[src/rtl/hazard_ctrl_if.sv]
// rtl/hazard_ctrl_if.sv - pipeline/hazard-controller signal bundle
// master = pipeline side, slave = hazard_ctrl side.
interface hazard_ctrl_if #(
   parameter int REG_AW = 5,
   parameter int PC_W   = 32
);
   logic              id_valid;
   logic [REG_AW-1:0] id_src1;
   logic [REG_AW-1:0] id_src2;
   logic              ex_reg_write_enable;
   logic [REG_AW-1:0] ex_alu_dest;
   logic              ex_mem_rd;
   logic              ex_mem_wr;
   logic              ex_load_pc;
   logic [PC_W-1:0]   ex_load_pc_val;
   logic              mem_ready;

   logic              flush;
   logic              stall_fetch;
   logic              stall_decode;
   logic              stall_ex;
   logic              redirect_valid;
   logic [PC_W-1:0]   redirect_pc;

   modport master (
      output id_valid, id_src1, id_src2,
      output ex_reg_write_enable, ex_alu_dest, ex_mem_rd, ex_mem_wr,
      output ex_load_pc, ex_load_pc_val, mem_ready,
      input  flush, stall_fetch, stall_decode, stall_ex,
      input  redirect_valid, redirect_pc
   );

   modport slave (
      input  id_valid, id_src1, id_src2,
      input  ex_reg_write_enable, ex_alu_dest, ex_mem_rd, ex_mem_wr,
      input  ex_load_pc, ex_load_pc_val, mem_ready,
      output flush, stall_fetch, stall_decode, stall_ex,
      output redirect_valid, redirect_pc
   );
endinterface

[src/rtl/hazard_ctrl.sv]
// rtl/hazard_ctrl.sv - pipeline hazard controller (redirect, load-use, memory wait)
// Optional statistics counters enabled by HAZARD_STATS_EN.
module hazard_ctrl #(
   parameter int FLUSH_CYCLES = 2,
   parameter int REG_AW       = 5,
   parameter int PC_W         = 32
) (
   input  logic              clk,
   input  logic              rst,
`ifdef HAZARD_STATS_EN
   input  logic              stat_clr,
   output logic [15:0]       stat_stall_cnt,
   output logic [15:0]       stat_flush_cnt,
   output logic [15:0]       stat_redirect_cnt,
`endif
   hazard_ctrl_if.slave      hz
);

   typedef enum logic [1:0] {
      RUN      = 2'd0,
      MEM_WAIT = 2'd1,
      FLUSH    = 2'd2
   } state_t;

   localparam logic [2:0] CNT_INIT = 3'(FLUSH_CYCLES - 1);

   state_t            state_q, state_d;
   logic [2:0]        cnt_q, cnt_d;

   logic [REG_AW-1:0] src1, src2, dest;
   logic [PC_W-1:0]   target;
   logic              mem_busy;
   logic              load_use;

   logic              flush_c;
   logic              stall_fe_c;
   logic              stall_de_c;
   logic              stall_ex_c;
   logic              redir_c;

   assign src1   = hz.id_src1;
   assign src2   = hz.id_src2;
   assign dest   = hz.ex_alu_dest;
   assign target = hz.ex_load_pc_val;

   assign mem_busy = (hz.ex_mem_rd | hz.ex_mem_wr) & ~hz.mem_ready;

   assign load_use = hz.ex_mem_rd & hz.ex_reg_write_enable & (dest != '0) &
                     hz.id_valid & ((src1 == dest) | (src2 == dest));

   always_ff @(posedge clk or posedge rst) begin
      if (rst) begin
         state_q <= RUN;
         cnt_q   <= 3'd0;
      end else begin
         state_q <= state_d;
         cnt_q   <= cnt_d;
      end
   end

   always_comb begin
      state_d    = state_q;
      cnt_d      = cnt_q;
      flush_c    = 1'b0;
      stall_fe_c = 1'b0;
      stall_de_c = 1'b0;
      stall_ex_c = 1'b0;
      redir_c    = 1'b0;

      case (state_q)
         // MEM_WAIT with mem_ready behaves exactly like RUN
         RUN, MEM_WAIT: begin
            if (mem_busy) begin
               stall_fe_c = 1'b1;
               stall_de_c = 1'b1;
               stall_ex_c = 1'b1;
               state_d    = MEM_WAIT;
            end else if (hz.ex_load_pc) begin
               redir_c = 1'b1;
               flush_c = 1'b1;
               if (FLUSH_CYCLES > 1) begin
                  state_d = FLUSH;
                  cnt_d   = CNT_INIT;
               end else begin
                  state_d = RUN;
               end
            end else begin
               state_d = RUN;
               if (load_use) begin
                  stall_fe_c = 1'b1;
                  stall_de_c = 1'b1;
                  flush_c    = 1'b1;
               end
            end
         end

         // Wrong-path instructions are squashed; redirects and load-use ignored
         FLUSH: begin
            flush_c = 1'b1;
            if (cnt_q <= 3'd1) begin
               state_d = RUN;
               cnt_d   = 3'd0;
            end else begin
               cnt_d = cnt_q - 3'd1;
            end
         end

         default: begin
            state_d = RUN;
            cnt_d   = 3'd0;
         end
      endcase
   end

   assign hz.flush          = ~rst & flush_c;
   assign hz.stall_fetch    = ~rst & stall_fe_c;
   assign hz.stall_decode   = ~rst & stall_de_c;
   assign hz.stall_ex       = ~rst & stall_ex_c;
   assign hz.redirect_valid = ~rst & redir_c;
   assign hz.redirect_pc    = (~rst & redir_c) ? target : '0;

`ifdef HAZARD_STATS_EN
   always_ff @(posedge clk or posedge rst) begin
      if (rst) begin
         stat_stall_cnt    <= 16'd0;
         stat_flush_cnt    <= 16'd0;
         stat_redirect_cnt <= 16'd0;
      end else if (stat_clr) begin
         stat_stall_cnt    <= 16'd0;
         stat_flush_cnt    <= 16'd0;
         stat_redirect_cnt <= 16'd0;
      end else begin
         if (hz.stall_fetch && stat_stall_cnt != 16'hFFFF)
            stat_stall_cnt <= stat_stall_cnt + 16'd1;
         if (hz.flush && stat_flush_cnt != 16'hFFFF)
            stat_flush_cnt <= stat_flush_cnt + 16'd1;
         if (hz.redirect_valid && stat_redirect_cnt != 16'hFFFF)
            stat_redirect_cnt <= stat_redirect_cnt + 16'd1;
      end
   end
`endif

endmodule
[src/flat_wrapper.sv]
// flat-port wrapper written by rule: the top's interface ports become plain ports
module hazard_ctrl_flat 
#(
   parameter int FLUSH_CYCLES = 2,
   parameter int REG_AW       = 5,
   parameter int PC_W         = 32
)
  (clk, rst, hz_id_valid, hz_id_src1, hz_id_src2, hz_ex_reg_write_enable, hz_ex_alu_dest, hz_ex_mem_rd, hz_ex_mem_wr, hz_ex_load_pc, hz_ex_load_pc_val, hz_mem_ready, hz_flush, hz_stall_fetch, hz_stall_decode, hz_stall_ex, hz_redirect_valid, hz_redirect_pc);
  hazard_ctrl_if #(.REG_AW(REG_AW), .PC_W(PC_W)) hz_i ();
  input  logic clk;
  input  logic rst;
  input wire logic [$bits(hz_i.id_valid)-1:0] hz_id_valid;
  input wire logic [$bits(hz_i.id_src1)-1:0] hz_id_src1;
  input wire logic [$bits(hz_i.id_src2)-1:0] hz_id_src2;
  input wire logic [$bits(hz_i.ex_reg_write_enable)-1:0] hz_ex_reg_write_enable;
  input wire logic [$bits(hz_i.ex_alu_dest)-1:0] hz_ex_alu_dest;
  input wire logic [$bits(hz_i.ex_mem_rd)-1:0] hz_ex_mem_rd;
  input wire logic [$bits(hz_i.ex_mem_wr)-1:0] hz_ex_mem_wr;
  input wire logic [$bits(hz_i.ex_load_pc)-1:0] hz_ex_load_pc;
  input wire logic [$bits(hz_i.ex_load_pc_val)-1:0] hz_ex_load_pc_val;
  input wire logic [$bits(hz_i.mem_ready)-1:0] hz_mem_ready;
  output wire logic [$bits(hz_i.flush)-1:0] hz_flush;
  output wire logic [$bits(hz_i.stall_fetch)-1:0] hz_stall_fetch;
  output wire logic [$bits(hz_i.stall_decode)-1:0] hz_stall_decode;
  output wire logic [$bits(hz_i.stall_ex)-1:0] hz_stall_ex;
  output wire logic [$bits(hz_i.redirect_valid)-1:0] hz_redirect_valid;
  output wire logic [$bits(hz_i.redirect_pc)-1:0] hz_redirect_pc;
  assign hz_i.id_valid = hz_id_valid;
  assign hz_i.id_src1 = hz_id_src1;
  assign hz_i.id_src2 = hz_id_src2;
  assign hz_i.ex_reg_write_enable = hz_ex_reg_write_enable;
  assign hz_i.ex_alu_dest = hz_ex_alu_dest;
  assign hz_i.ex_mem_rd = hz_ex_mem_rd;
  assign hz_i.ex_mem_wr = hz_ex_mem_wr;
  assign hz_i.ex_load_pc = hz_ex_load_pc;
  assign hz_i.ex_load_pc_val = hz_ex_load_pc_val;
  assign hz_i.mem_ready = hz_mem_ready;
  assign hz_flush = hz_i.flush;
  assign hz_stall_fetch = hz_i.stall_fetch;
  assign hz_stall_decode = hz_i.stall_decode;
  assign hz_stall_ex = hz_i.stall_ex;
  assign hz_redirect_valid = hz_i.redirect_valid;
  assign hz_redirect_pc = hz_i.redirect_pc;
  hazard_ctrl #(.FLUSH_CYCLES(FLUSH_CYCLES), .REG_AW(REG_AW), .PC_W(PC_W)) u_core (.clk(clk), .rst(rst), .hz(hz_i));
endmodule
[config.mk]
export PLATFORM = sky130hd
export DESIGN_NAME = hazard_ctrl_flat
export DESIGN_NICKNAME = d
export VERILOG_FILES = /design/src/rtl/hazard_ctrl_if.sv /design/src/rtl/hazard_ctrl.sv /design/src/flat_wrapper.sv
export SDC_FILE = /design/constraint.sdc
export NUM_CORES = 1
export LEC_CHECK = 0
export CAP_MARGIN = 25
export CORE_MARGIN = 2
export CORE_UTILIZATION = 25
export DETAILED_ROUTE_END_ITERATION = 16
export PLACE_DENSITY = 0.81
export SYNTH_ARGS = -nofsm -noshare
export SYNTH_HDL_FRONTEND = slang
export SYNTH_SLANG_ARGS = --single-unit
[constraint.sdc]
create_clock -name clk -period 1.9 [get_ports clk]
set_input_delay 0.38 -clock clk [delete_from_list [all_inputs] [get_ports clk]]
set_output_delay 0.38 -clock clk [all_outputs]
set_load 0.02 [all_outputs]
==> summary.md <==
The run finished, with violations left. The final reports fail on setup timing. The logs give 145 for the number of nets produced by synthesis and 3220 µm² for the die outline area.

The wire length after detailed routing is 3590 µm. The die is 56.7 µm tall. Hold is met by 0.375 ns. The tree is rooted in a clkbuf_4. The accumulated negative setup slack is -0.0752 ns.

For the final database, setup skew stands at 0.00224 ns. No sink is reached through more buffers than the 2 on the longest clock path. The number of max-slew violations in the final report was 0. At the end of the flow, the number of nets in the layout was 248.

The average cell area after synthesis came out at 7.89 µm². The run gives -0.944 ns as the worst setup slack after placement. The predominant post-synthesis flop cell was dfrtp_1. Setup violations remaining at the end of the flow were counted as 2. For the number of detailed-routing iterations run before antenna repair, the log shows 6. Yosys mapped the design onto 25 distinct sky130hd cell types. The logs give 0 for the post-route DRC violation count and 0.772 for the headroom to the max-slew limit. Summed over all cells, the static leakage comes to 0.892 nW.

The run gives 516 MHz as the timing-limited maximum frequency. The tools report the maximum resistive drop on vdd as 0.452 mV. The tools report the kind of start point of the critical path as an input pin. For the sink count of the clock tree, the log shows 5. After filler insertion, the fill cell instance count of the layout stands at 196.

The initial antenna violation count was 0. The final clock period utilization by the worst path is 1.02, and the number of synthesized register bits is 5. The sequential share of the synthesized area was 0.180. Path class of the lowest-slack min-delay path: in -> async.

The final-report hold violation count came out at 0. The starting utilization of the core area was 0.259. Share of the core filled with cells: 0.711. The category of the critical setup timing path is in -> out.

The number of global-route vias before repair was 1108; the register cell area after layout was 125 µm². The number of buffers added on ports is 91, and the cell area after synthesis is 694 µm². After detailed routing, the number of vias per cell comes to 4.69.

Async set or reset register ratio after synthesis: 1.00. For the latest clock arrival within the worst-skew pair, the log shows 0.24 ns. The post-detailed-route wirelength per cell is 16.2 µm, and the total congestion overflow after global routing is 0. The most common library cell in the layout ignoring fill and taps was buf_6. The H-tree depth was 1; the number of hold-repair buffers added at the cts stage was 0. The count of nets left with antenna violations once routing finished came out at 0.

The worst path in the final design needs a cycle of 1.94 ns, including I/O delays and setup. The proportion of layout cells with a drive suffix above 1 was 0.600; the total power divided by cell area was 525 nW/µm². In this run, placement finished with an instance count of 211.

For the least setup slack across all paths after layout, the log shows -0.0378 ns. From synthesis to final layout, the design area changed by 175%. The core outline area came out at 2690 µm².

The logs give 5650 µm for the first-pass GRT wire length and 221 for the number of cells in the finished layout apart from fillers. The repair_antennas step left the layout with diodes totalling 0. The width of the die was 56.7 µm.

The number of rows created at floorplan was 19. The reported max-cap violation count came out at 0. The multi-input combinational cells in the finished layout cover a total of 657 µm².

Counting every instance in the synthesized netlist gives 88. Clock-pin slew was measured on the worst setup and hold paths at 0.04 ns. The final route contains 1037 vias. For this run, the number of Yosys warnings is 0.

The tools report the global routing usage summed across all routing layers as 0.227. In the layout the commonest cells are 38 x buf_6, 32 x and2_4, 32 x clkdlybuf4s50_1. Counting flops with a built-in enable in the synthesized netlist gives 0.

The boundary pin count came out at 92. Data on the critical path arrives at its endpoint at 1.56 ns. Maximum number of pins on one net before global-route repair: 10. The tools report the first-iteration detailed-routing DRC count as 31. TritonCTS created 3 clock buffers. Setup repair after global routing could not meet its margin everywhere. The transition time at the pin with the least slew margin is 0.340 ns. STA classifies the critical path endpoint as a primary output. The maximum fanout count along the critical path is 3.

The global placement routability congestion came out at 0.842. TritonCTS built the clock tree. Detailed placement ended at an HPWL of 2640 µm. The run gives 1.52 ns as the required time of the critical path.
==> flip-flops by register name, indices dropped and copies added, names as in the netlist <==
signal          count
u_core.cnt_q        3
u_core.state_q      2
==> stage by stage <==
step / cell area (µm²) / total power [mW]
final: 1910 / 1.00
after global routing: 1910 / 1.08
after CTS: 1900 / 1.00
after detailed placement: 1670 / 0.772
after global placement: 1670 / 0.747
after floorplan: 707 / 0.486
==> routing by layer <==
layer  GRT usage  wire [µm]  share of wire
met5           0          0              0
met4      0.0408         40          0.011
met3      0.0599        323          0.090
met2       0.437       1960           0.55
met1       0.246       1260           0.35
==> timing repair <==
action | in CTS | in global routing
setup endpoints to repair | 37 | 35
cloned | 3 | 0
pin swaps | 21 | 12
setup buffers | 5 | 0
resized for setup | 327 | 14
endpoints found under the hold margin | 0 | 0
==> final timing paths <==
| kind | startpoint | to | slack [ns] | cells past startpoint |
|---|---|---|---|---|
| worst min register to register | u_core.cnt_q[1] | u_core.cnt_q[1] | 0.53 | 2 |
| max in group asynchronous | rst | u_core.state_q[0] | 1.35 | 3 |
| worst min-delay path | rst | u_core.state_q[1] | 0.37 | 3 |
| worst max register to register | u_core.cnt_q[1] | u_core.cnt_q[2] | 0.42 | 7 |
| min in group clk | hz_ex_mem_rd | u_core.state_q[1] | 0.49 | 4 |
| worst max-delay path | hz_ex_alu_dest[0] | hz_stall_decode | -0.04 | 7 |
==> kinds of logic (layout without fill, tap and decap cells) <==
group                    after synthesis  count (layout)  share of synthesized area
AND/OR/NAND/NOR                       49              49                      0.425
buffers and inverters                  8             110                     0.0829
flip-flops                             5               5                      0.180
AO/OA/AOI/OAI                         14              14                      0.150
XOR/XNOR                              10              10                      0.126
adder cells (fa/ha/maj)                2               2                     0.0360
==> final cells by class <==
type / instances / share of cell area
repair buffers: 103 / 0.550
multi-input cells: 75 / 0.344
flip-flops and latches: 5 / 0.0655
well taps: 31 / 0.0203
clock buffers: 4 / 0.0138
inverters: 3 / 0.00590
==> Yosys cell counts, types with 2 or more instances <==
cell type	number	area (µm²)
dfrtp_1	5	125
a21oi_1	3	15.0
nor2_1	3	11.3
nand3_1	4	20.0
and2_1	32	200
nor3_1	2	10.0
buf_6	3	33.8
xnor2_1	10	87.6
inv_1	3	11.3
ha_1	2	25.0
o21ai_0	4	20.0
o22ai_1	2	12.5
nand2_1	3	11.3
==> critical path, stage by stage <==
cell and delay (ns):
buf_8 0.11, xnor2_2 0.15, nand3_1 0.11, o22ai_2 0.20, nand3b_1 0.15, a211oi_4 0.30, buf_6 0.16
==> power by group <==
group	internal (mW)	switching (mW)
sequential	0.151	0.0448
combinational	0.392	0.293
clock	0.0793	0.0418
Note: power is estimated with default switching activity, not from simulation.
==> variant: new RTL, config.mk and constraints unchanged <==
Register the output `hz.redirect_pc`, without a reset; this adds one clock of latency there.
--- a/src/rtl/hazard_ctrl.sv
+++ b/src/rtl/hazard_ctrl.sv
@@ -117,7 +117,9 @@
    assign hz.stall_decode   = ~rst & stall_de_c;
    assign hz.stall_ex       = ~rst & stall_ex_c;
    assign hz.redirect_valid = ~rst & redir_c;
-   assign hz.redirect_pc    = (~rst & redir_c) ? target : '0;
+   always_ff @(posedge clk) begin
+      hz.redirect_pc <= (~rst & redir_c) ? target : '0;
+   end
 
 `ifdef HAZARD_STATS_EN
    always_ff @(posedge clk or posedge rst) begin
Behaviour: not the same (Yosys sat finds a counterexample within 4 cycles, from zero or initial values and one cycle with rst high).
==> variant against the unedited design <==
The run still ends with negative setup slack left; register-to-register slack better by 30 ps; clock skew up 1.8 ps; cell count up 35%; sequential cell count up 32; synthesized area up 96%; worst hold slack better by 70 ps; routed wire length down 2.6%; power up 110%; sequential power rose to 4.7 times the old value; final area up 34%; first-iteration DRC count up 45%; die area up 88%; worst setup slack worse by 34 ps; critical path type unchanged.
==> variant: results (changes against the unedited design) <==
Status
  – Status: finished with violations
  – Violated checks: negative setup slack

Route
  – Via count: 1185 (+14%)
  – WL/cell: 11.7 µm (-28%)
  – Initial DRC count: 45 (+45%)
  – 1st-pass router iterations: 3 (-3)
  – Drt via density: 3.98 (-15%)

Placement
  – Hpwl dp: 2640 µm (about the same)
  – Placer Congestion: 0.787 (-6.5%)
  – Placed cell area: 2410 µm² (+45%)
  – Pre-CTS WS: -911 ps (+32.7 ps)
  – Cell count after placement: 290 (+37%)
  – IO buf count: 91 (unchanged)

CTS
  – Later-pin clock latency in the skew report: 280 ps (+40 ps)
  – Post-cts sizing count: 82 (-75%)
  – CTS root buffer: clkbuf_8
  – Clock-pin slew on the worst setup and hold paths: 70 ps (+30 ps)
  – CTS buffer count: 5 (+2)
  – Post-CTS setup buffers: 0 (-5)
  – CTS H-tree lvls: 2 (+1)

Timing
  – Setup TNS: -142 ps (-66.9 ps)
  – Setup Skew: 4.04 ps (+1.80 ps)
  – Hold Worst Slack: 444 ps (+69.6 ps)
  – Final setup viols: 2 (unchanged)
  – Final worst setup slack: -71.5 ps (-33.7 ps)
  – Worst-Margin Slew: 349 ps (+9.23 ps)

Synthesis
  – Top_reg_cell synth: dfxtp_1
  – Commonest cells post-synth: dfxtp_1 (32), and2_1 (20), and2_2 (12), xnor2_1 (10)
  – Synth top area cells: dfxtp_1 (47%), and2_1 (9.2%), dfrtp_1 (9.2%)
  – Syn_area_per_cell: 11.2 µm² (+42%)
  – Post-Syn Nets: 179 (+23%)
  – FFs w/ async S/R, synth: 13.5% (-86 points)
  – Yosys cell types: 25 (unchanged)
  – Seq/Total Area, Yosys: 56.2% (+38 points)

Power and ir drop
  – Seq power: 0.000921 W (+370%)
  – Leakage: 1.05 nW (+17%)
  – Maximum VDD drop: 0.320 mV (-29%)
  – Final Total Pwr: 0.00207 W (+110%)
  – Clk pwr share: 27.1% (+15 points)
  – NetSw: 0.000586 W (+54%)

Layout
  – Ratio of cells with drive above 1 in the final layout: 28.1% (-32 points)
  – Layout fillers: 489 (+150%)
  – Biggest registers after layout: u_core.hz.redirect_pc (32), u_core.cnt_q (3), u_core.state_q (2)

Global routing
  – Largest net degree at the start of global routing: 33 (+23)
  – Gr usage total: 11.7% (-11 points)
  – First-pass GRT wire length: 5480 µm (-3.1%)

Critical path
  – Worst setup path startpoint: hz_id_src2[0]
  – Reg2Reg Setup Slack: 450 ps (+30 ps)
  – R2R cell count: 4 (-3)
  – Reg2reg start: u_core.state_q[1]
  – CP endpoint: hz_stall_fetch
  – Crit Path Max Fanout: 2 (-1)

Floorplanning
  – Row cnt: 26 (+7)
## variant: cell families (layout without fill, tap and decap cells)
group	after synthesis	after routing	share of synthesized area, %
fa+ha+maj	2	2	1.84
simple gates	51	51	24.2
buf+inv	9	115	4.96
flops	37	37	56.2
compound gates	13	13	6.43
xor+xnor	10	10	6.43
## variant: routing by layer
layer | up-vias | wire, µm | global-route usage (%)
met4 | 0 | 63 | 3.75
met5 | - | 0 | 0
met3 | 6 | 224 | 4.07
met2 | 51 | 1840 | 20.4
met1 | 529 | 1360 | 13.2
li1 | 599 | - | -
## variant: final cells by class
cell class | instances | area, µm² | share of cell area (%)
clock buffers | 6 | 82.6 | 3.23
clock inverters | 2 | 13.8 | 0.538
inverters | 4 | 15.0 | 0.587
multi-input cells | 76 | 626 | 24.5
flip-flops and latches | 37 | 766 | 30.0
well taps | 70 | 87.6 | 3.43
repair buffers | 103 | 966 | 37.8
